==> config.mk <==
export PLATFORM = sky130hd
export DESIGN_NAME = vga_timing_gen
export DESIGN_NICKNAME = d
export VERILOG_FILES = /design/src/rtl/vga_timing_pkg.sv /design/src/rtl/vga_axis_counter.sv /design/src/rtl/vga_timing_gen.sv
export SDC_FILE = /design/constraint.sdc
export NUM_CORES = 1
export LEC_CHECK = 0
export ABC_AREA = 0
export CORE_MARGIN = 3
export CORE_UTILIZATION = 54
export CTS_CLUSTER_SIZE = 30
export DETAILED_ROUTE_END_ITERATION = 10
export PLACE_DENSITY = 0.89
export SETUP_SLACK_MARGIN = 0.2
export SYNTH_ARGS = -nofsm -noshare
export SYNTH_HDL_FRONTEND = slang
export SYNTH_SLANG_ARGS = --single-unit
==> constraint.sdc <==
create_clock -name pclk -period 2.4 [get_ports pclk]
set_clock_uncertainty 0.1 [all_clocks]
set_input_delay 0.24 -clock pclk [delete_from_list [all_inputs] [get_ports pclk]]
set_output_delay 0.24 -clock pclk [all_outputs]
set_load 0.02 [all_outputs]
==> src/rtl/vga_timing_pkg.sv <==
// Shared raster timing definitions for the video path.
// Holds the default 800x600@60 Hz (40 MHz pixel clock) timing, the counter
// width, and the timing bundle type that draw stages pass down their pipelines.
// Optional feature macro used by the top: VGA_TIMING_FRAME_CNT_EN.

package vga_timing_pkg;

   // Counter width; both axes must fit in this many bits.
   localparam int CNT_W = 11;

   // Horizontal defaults, in pixels.
   localparam int DEF_H_ACTIVE = 800;
   localparam int DEF_H_FP     = 40;
   localparam int DEF_H_SYNC   = 128;
   localparam int DEF_H_BP     = 88;

   // Vertical defaults, in lines.
   localparam int DEF_V_ACTIVE = 600;
   localparam int DEF_V_FP     = 1;
   localparam int DEF_V_SYNC   = 4;
   localparam int DEF_V_BP     = 23;

   // Sync active level: 1 = active-high.
   localparam bit DEF_SYNC_POL = 1'b1;

   // Timing bundle as seen by every draw stage.
   typedef struct packed {
      logic [CNT_W-1:0] hcount;
      logic [CNT_W-1:0] vcount;
      logic             hsync;
      logic             vsync;
      logic             hblnk;
      logic             vblnk;
   } vga_timing_t;

   // Length of one axis period from its four segments.
   function automatic int axis_total(input int active, input int fp,
                                     input int sync, input int bp);
      return active + fp + sync + bp;
   endfunction

endpackage

==> src/rtl/vga_axis_counter.sv <==
// One raster axis: a wrapping position counter plus registered blank and
// sync decode. The decode is computed from the counter's next value so that
// blank/sync always describe the same position as the count they sit beside.
// The wrap flag is high on the cycle the counter is at its last position and
// is being advanced, i.e. the cycle whose edge takes it back to 0.

module vga_axis_counter
   import vga_timing_pkg::*;
#(
   parameter int ACTIVE   = DEF_H_ACTIVE,
   parameter int FP       = DEF_H_FP,
   parameter int SYNC     = DEF_H_SYNC,
   parameter int BP       = DEF_H_BP,
   parameter bit SYNC_POL = DEF_SYNC_POL
) (
   input  logic             pclk,
   input  logic             rst,
   input  logic             inc,
   output logic [CNT_W-1:0] count,
   output logic             blnk,
   output logic             sync,
   output logic             wrap
);

   localparam int TOTAL = axis_total(ACTIVE, FP, SYNC, BP);
   localparam int EXT_W = CNT_W + 1;

   // Decode boundaries are one bit wider than the counter so that a sync
   // pulse ending exactly at TOTAL = 2**CNT_W still compares correctly.
   localparam logic [CNT_W:0]   ACTIVE_E     = EXT_W'(ACTIVE);
   localparam logic [CNT_W:0]   SYNC_START_E = EXT_W'(ACTIVE + FP);
   localparam logic [CNT_W:0]   SYNC_END_E   = EXT_W'(ACTIVE + FP + SYNC);
   localparam logic [CNT_W-1:0] LAST_C       = CNT_W'(TOTAL - 1);

   if (TOTAL > (1 << CNT_W)) begin : g_total_too_big
      $error("vga_axis_counter: axis total %0d does not fit in %0d bits",
             TOTAL, CNT_W);
   end

   logic [CNT_W-1:0] count_nxt;
   logic [CNT_W:0]   nxt_ext;
   logic             last;
   logic             in_sync_nxt;

   // Next position and the decode of that position.
   always_comb begin
      count_nxt   = (count == LAST_C) ? '0 : count + 1'b1;
      nxt_ext     = {1'b0, count_nxt};
      in_sync_nxt = (nxt_ext >= SYNC_START_E) && (nxt_ext < SYNC_END_E);
   end

   // Position, decode and terminal flag advance together, only when enabled.
   always_ff @(posedge pclk) begin
      if (!rst) begin
         count <= '0;
         blnk  <= 1'b0;
         sync  <= ~SYNC_POL;
         last  <= 1'b0;
      end else if (inc) begin
         count <= count_nxt;
         blnk  <= (nxt_ext >= ACTIVE_E);
         sync  <= in_sync_nxt ? SYNC_POL : ~SYNC_POL;
         last  <= (count_nxt == LAST_C);
      end
   end

   assign wrap = inc & last;

endmodule

==> src/rtl/vga_timing_gen.sv <==
// Raster timing source for the draw pipeline (800x600@60 Hz by default).
// Two axis counters are chained: the vertical axis steps only when the
// horizontal axis wraps. All position, sync and blank outputs are registered
// with zero skew between them; line_tick/frame_tick are the registered
// last-pixel flags qualified by en, so they drop to 0 whenever en is low.
// Optional feature: define VGA_TIMING_FRAME_CNT_EN to add a 16-bit frame
// counter (frame_cnt) for animation and blink timing.

module vga_timing_gen
   import vga_timing_pkg::*;
#(
   parameter int H_ACTIVE = DEF_H_ACTIVE,
   parameter int H_FP     = DEF_H_FP,
   parameter int H_SYNC   = DEF_H_SYNC,
   parameter int H_BP     = DEF_H_BP,
   parameter int V_ACTIVE = DEF_V_ACTIVE,
   parameter int V_FP     = DEF_V_FP,
   parameter int V_SYNC   = DEF_V_SYNC,
   parameter int V_BP     = DEF_V_BP,
   parameter bit SYNC_POL = DEF_SYNC_POL
) (
   input  logic             pclk,
   input  logic             rst,
   input  logic             en,
   output logic [CNT_W-1:0] hcount_out,
   output logic [CNT_W-1:0] vcount_out,
   output logic             hsync_out,
   output logic             vsync_out,
   output logic             hblnk_out,
   output logic             vblnk_out,
   output logic             line_tick,
   output logic             frame_tick
`ifdef VGA_TIMING_FRAME_CNT_EN
   ,
   output logic [15:0]      frame_cnt
`endif
);

   vga_timing_t      timing;
   logic [CNT_W-1:0] h_count;
   logic [CNT_W-1:0] v_count;
   logic             h_sync;
   logic             v_sync;
   logic             h_blnk;
   logic             v_blnk;
   logic             h_wrap;
   logic             v_wrap;
   logic             v_inc;

   vga_axis_counter #(
      .ACTIVE   (H_ACTIVE),
      .FP       (H_FP),
      .SYNC     (H_SYNC),
      .BP       (H_BP),
      .SYNC_POL (SYNC_POL)
   ) u_h_axis (
      .pclk  (pclk),
      .rst   (rst),
      .inc   (en),
      .count (h_count),
      .blnk  (h_blnk),
      .sync  (h_sync),
      .wrap  (h_wrap)
   );

   // Vertical axis is line based: it moves only on the horizontal wrap.
   assign v_inc = h_wrap & en;

   vga_axis_counter #(
      .ACTIVE   (V_ACTIVE),
      .FP       (V_FP),
      .SYNC     (V_SYNC),
      .BP       (V_BP),
      .SYNC_POL (SYNC_POL)
   ) u_v_axis (
      .pclk  (pclk),
      .rst   (rst),
      .inc   (v_inc),
      .count (v_count),
      .blnk  (v_blnk),
      .sync  (v_sync),
      .wrap  (v_wrap)
   );

   assign timing = '{
      hcount: h_count,
      vcount: v_count,
      hsync:  h_sync,
      vsync:  v_sync,
      hblnk:  h_blnk,
      vblnk:  v_blnk
   };

   assign hcount_out = timing.hcount;
   assign vcount_out = timing.vcount;
   assign hsync_out  = timing.hsync;
   assign vsync_out  = timing.vsync;
   assign hblnk_out  = timing.hblnk;
   assign vblnk_out  = timing.vblnk;

   // A wrap is "last pixel while advancing", which is exactly the strobe
   // definition; the frame wrap can only occur on a line wrap.
   assign line_tick  = h_wrap;
   assign frame_tick = v_wrap;

`ifdef VGA_TIMING_FRAME_CNT_EN
   // Frame counter steps on the edge that returns vcount to 0.
   always_ff @(posedge pclk) begin
      if (!rst) begin
         frame_cnt <= '0;
      end else if (v_wrap) begin
         frame_cnt <= frame_cnt + 16'd1;
      end
   end
`endif

endmodule

======== After elaboration in Yosys (flattened, before gate mapping) ========
Index checks and enable logic that the tools add are counted.
cells by class
  equality and inequality tests ........... 4
  $add $sub $neg .......................... 2
  reductions and logical operators ........ 2
  bitwise logic cells ..................... 3
  muxes and demuxes ....................... 4
  order comparisons ....................... 6
operator list
  cell                                                                 number
  greater-or-equal comparator 11 x 10 -> 1 bit, second input constant  4
  adder 11 x 1 -> 11 bit, second input constant                        2
  equality test 11 x 10 -> 1 bit, second input constant                2
  equality test 11 bit, second input constant                          2
  less-than comparator 11 x 10 -> 1 bit, second input constant         2
  2-to-1 mux 11 bit                                                    2
  bitwise AND 1 bit                                                    3
  logical AND 1 bit                                                    2
  2-to-1 mux 1 bit                                                     2
storage, ports and cells
  bits in registers ....................... 28
  bits of input ports ..................... 3
  output and inout bits ................... 28
  logic and storage cells ................. 29

======== Longest topological paths before layout ========
  depth in word-level cells ............... 5
  gate-level depth with buffers ........... 9
  mapped depth without buffers ............ 8

======== Modules after synthesis ========
From an unflattened synthesis, not the netlist that was laid out.
second synthesis, totals
  cell total of the unflattened synthesis .. 251
  area, all modules ....................... 2019.4 µm²
modules (own cells, without submodules)
  module                       seq. area each (µm²)  area each (µm²)  instances  cells each
  vga_axis_counter (u_h_axis)  280.3                 1012.2           1          124
  vga_axis_counter (u_v_axis)  280.3                 1001.0           1          126
  vga_timing_gen               0.0                   6.3              1          1

======== Worst setup path after synthesis ========
Ideal clock, no wire load.
  path type ............................... reg-to-reg
  from .................................... register u_h_axis.count[1]
  to ...................................... register u_h_axis.blnk
  required time ........................... 2.181 ns
  arrival ................................. 1.997 ns
  path buffers ............................ 2
  cell stages (with the launch flop) ...... 10
  path slack .............................. 0.183 ns
  library setup time ...................... 0.119 ns
  period minus slack after synthesis ...... 2.217 ns
  cell sequence ........................... dfxtp_1 -> ha_1 -> buf_2 -> and4_1 -> buf_2 -> nand4_1 -> a2111oi_0 -> a31oi_1 -> nand2_1 -> a21oi_1
on the way
  longest elaborated chain between the ends .. 3
  elaborated cells on any way between the ends .. 4
  classes of those cells .................. add/sub (1); order compare (1); eq/ne (1); mux (1)
RTL lines
  item                                                                   line                    source
  start: declaration                                                     vga_axis_counter.sv:19  output logic [CNT_W-1:0] count,
  start signal: assignment                                               vga_axis_counter.sv:60  count <= count_nxt;
  adder 11 x 1 -> 11 bit / equality test 11 bit (equally long branches)  vga_axis_counter.sv:47  count_nxt = (count == LAST_C) ? '0 : count + 1'b1;
  2-to-1 mux 11 bit (*)                                                  vga_axis_counter.sv:47
  greater-or-equal comparator 11 x 10 -> 1 bit (*)                       vga_axis_counter.sv:61  blnk <= (nxt_ext >= ACTIVE_E);
  end signal: assignment                                                 vga_axis_counter.sv:61
  end: declaration                                                       vga_axis_counter.sv:20  output logic blnk,
Every way passes the cells marked *; elsewhere a longest branch is shown, timed or not.
A chain may end at the register's enable or synchronous reset.

======== Worst setup path after layout ========
  from .................................... register u_h_axis.count[1]
  to ...................................... register u_h_axis.sync
on the way
  longest elaborated chain between the ends .. 5
  elaborated cells on any way between the ends .. 7
  classes of those cells .................. add/sub (1); order compare (2); eq/ne (1); mux (2); reduce/logical (1)
RTL lines
  item                                                                                                          line                    source
  adder 11 x 1 -> 11 bit / equality test 11 bit (equally long branches)                                         vga_axis_counter.sv:47
  2-to-1 mux 11 bit (*)                                                                                         vga_axis_counter.sv:47
  greater-or-equal comparator 11 x 10 -> 1 bit / less-than comparator 11 x 10 -> 1 bit (equally long branches)  vga_axis_counter.sv:49  in_sync_nxt = (nxt_ext >= SYNC_START_E) && (nxt_ext < SYNC_END_E);
  logical AND 1 bit (*)                                                                                         vga_axis_counter.sv:49
  2-to-1 mux 1 bit (*)                                                                                          vga_axis_counter.sv:62  sync <= in_sync_nxt ? SYNC_POL : ~SYNC_POL;
  end signal: assignment                                                                                        vga_axis_counter.sv:57  sync <= ~SYNC_POL;
  end signal: assignment                                                                                        vga_axis_counter.sv:62
  end: declaration                                                                                              vga_axis_counter.sv:21  output logic sync,
Marks and branches as above.

==> summary.txt <==
Synthesis
  – Synth unique cells: 50
  – FF+latch count, synth: 28
  – Syn Std Cell Area: 2020 um^2
  – Synth area leaders: dfxtp_1 (28%), nand2_1 (5.8%), xnor2_1 (5.2%)
  – Cell count after synthesis: 266
  – Post-synthesis sequential area ratio: 27.8%
  – Largest area contributor in the netlist: dfxtp_1
  – Yosys warning total: 0
  – Mapped Avg Cell Area: 7.59 um^2
  – Share of the synthesized area in the top cell type: 27.8%
  – Post-synthesis net count: 274

GRT
  – First-pass GRT wire length: 8.13 mm
  – Gr usage total: 23.4%
  – Initial antenna violation count: 0
  – Largest net degree at the start of global routing: 29
  – Global route overflow: 0
  – Vias in the first global route: 1,682

Floorplanning
  – FP Rows: 21
  – Core area: 3470 um^2
  – Die width: 67.2 um
  – Ports: 31
  – Die extent in y: 67.2 um
  – DIE AREA: 4510 um^2
  – Initial core utilization: 58.2%

Setup path
  – CP required: 2.48 ns
  – Crit Path Max Fanout: 7
  – Setup CP Type: reg2reg
  – Worst setup EP type: flop
  – Critical path launch point type: flop
  – Worst EP arrival: 2.21 ns

Power
  – Sequential Power Share: 57.1%
  – Int Power: 647 uW
  – Leak: 0.894 nW
  – Maximum vdd ir drop: 374 uV
  – Power per cell area: 335 nW/um^2
  – Switching share of power: 22.6%
  – Logic pwr share: 7.7%
  – P_sw: 189 uW
  – Clock network fraction of design power: 35.2%

Final layout
  – Ant. Diodes: 0
  – Util after Layout: 71.9%
  – Most common cell after layout, fill and taps aside: nand2_1
  – Commonest cells after routing, fill and taps aside: nand2_1 (31), clkdlybuf4s50_1 (30), dfxtp_1 (22)
  – Share of cells above drive strength 1: 13.9%
  – Nets: 304
  – Filler cells: 292
  – P&R area growth vs syn: 23.5%

CTS
  – Reg clk slew, reported paths: 0.10 ns
  – CTS tree: yes
  – Clock buffer depth: 2
  – Clock Sinks: 28
  – Cts hold-fix bufs: 0
  – CTS Buf Count: 3
  – Root Buffer: clkbuf_8
  – H-tree Lvls: 1
  – Clock Latency Late Sink: 0.28 ns

Outcome
  – Status: finished clean

Detailed routing
  – DRT antenna net count: 0
  – Drt pass-1 iters: 4
  – Routed len/inst: 14.9 um
  – Detailed Route WL: 5.09 mm
  – DR vias/cell: 6.06
  – Initial drt markers: 159
  – DR vias: 2,068
  – DRC viols: 0

Timing
  – Post-layout minimum cycle time: 2.13 ns
  – Final Max Tran Viols: 0
  – Tcrit/Tclk final: 88.7%
  – Worst-Margin Slew: 0.364 ns
  – Final setup viols: 0
  – Final Hold Viols: 0
  – RSZ-0062 raised after global routing: true
  – Headroom to the max-slew limit: 75.7%
  – Setup TNS Final: 0 ns
  – Fmax: 0.470 GHz

Job
  – Total of max-cap violations: 0

Hold path
  – Worst hold path class: reg2reg

Placement
  – Routability cong.: 0.929
  – IO Port Bufs: 30
  – Detailed Place HPWL: 3.55 mm
-- worst max-delay path, cell delays in order, from the launching register on --
cell     delay, ns
dfxtp_4       0.38
ha_2          0.18
and3_4        0.17
o211a_1       0.24
or4_1         0.54
nand3_2       0.10
xor2_1        0.06
a32o_1        0.26
-- stage by stage --
stage / power [mW] / setup WS (ns) / hold WS (ns) / instances / area, um^2
3_5_place_dp: 0.548 / 0.228 / 0.346 / 335 / 2390
6_report: 0.836 / 0.271 / 0.366 / 341 / 2490
3_3_place_gp: 0.547 / 0.268 / 0.342 / 335 / 2390
4_1_cts: 0.840 / 0.214 / 0.366 / 339 / 2440
5_1_grt: 0.867 / 0.197 / 0.376 / 341 / 2490
2_1_floorplan: 0.525 / 0.213 / 0.327 / 266 / 2020
-- cells in the mapped netlist, drive strengths merged --
| cell type | n |
|---|---|
| nand4b | 1 |
| nand3 | 12 |
| nor3b | 1 |
| and2 | 13 |
| o311a | 1 |
| nor2 | 13 |
| a21oi | 9 |
| or4 | 2 |
| o21ai | 18 |
| or3 | 5 |
| ha | 5 |
| a32oi | 2 |
| nand2b | 2 |
| a32o | 1 |
| nand4 | 15 |
| a211oi | 1 |
| and4 | 3 |
| nor3 | 4 |
| o31a | 1 |
| nand2 | 31 |
| a311oi | 2 |
| or2 | 1 |
| nor4b | 2 |
| mux2i | 1 |
| nor2b | 6 |
| and4bb | 1 |
| nand3b | 1 |
| xnor2 | 12 |
| o22ai | 2 |
| a31oi | 9 |
| nor4 | 4 |
| clkbuf | 11 |
| and3 | 8 |
| o211a | 2 |
| mux2 | 1 |
| a2111oi | 1 |
| buf | 12 |
| xor2 | 5 |
| o221ai | 1 |
| inv | 8 |
| a21boi | 8 |
| dfxtp | 28 |
-- power by group through the flow --
stage	combinational (mW)	sequential [mW]	clock, mW
finish	0.0645	0.477	0.294
global route	0.0693	0.478	0.320
CTS	0.0604	0.477	0.303
detailed placement	0.0600	0.488	0
global placement	0.0591	0.487	0
floorplan	0.0323	0.493	0
-- path summary, 6_finish.rpt --
| path | start | slack, ns | cells after the start | endpoint |
|---|---|---|---|---|
| setup / recovery | u_h_axis.count[1] | 0.27 | 7 | u_h_axis.sync |
| hold / removal | u_v_axis.last | 0.37 | 2 | u_v_axis.last |
| setup reg to reg | u_h_axis.count[1] | 0.27 | 7 | u_h_axis.sync |
| hold reg to reg | u_v_axis.last | 0.37 | 2 | u_v_axis.last |
-- per-layer routing --
| metal | share of wire, % | global-route usage [%] | vias up | wire (um) |
|---|---|---|---|---|
| li1 | - | - | 1024 | - |
| met1 | 49 | 36.5 | 960 | 2510 |
| met2 | 43 | 32.5 | 78 | 2210 |
| met3 | 6.0 | 3.99 | 6 | 307 |
| met4 | 1.1 | 6.33 | 0 | 56 |
| met5 | 0 | 0 | - | 0 |
-- area by class of cell --
class,instances,area [um^2],area share [%]
multi-input combinational,207,1340,53.9
inverter,8,30.0,1.20
tap,46,57.6,2.31
sequential,28,573,23.0
timing repair buffer,48,435,17.5
clock buffer,4,55.1,2.21
-- kinds of logic (layout without fill, tap and decap cells) --
kind of cell | after synthesis | after routing | share of synthesized area [%]
xor+xnor | 17 | 17 | 7.37
simple gates | 125 | 125 | 35.2
fa+ha+maj | 5 | 5 | 3.10
mux | 2 | 2 | 1.05
compound gates | 58 | 58 | 18.5
flops | 28 | 28 | 27.8
buf+inv | 31 | 60 | 7.06
-- registers in the layout, summed over array words and instances, names as in the netlist --
name	count
u_h_axis.last	1
u_v_axis.sync	1
u_h_axis.count	11
u_h_axis.blnk	1
u_v_axis.count	11
u_v_axis.blnk	1
u_v_axis.last	1
u_h_axis.sync	1
-- timing repair --
action	CTS	global route
setup endpoints to repair	0	6
resized for setup	0	16
buffers inserted	0	2
Power figures use the tool's default switching activity.
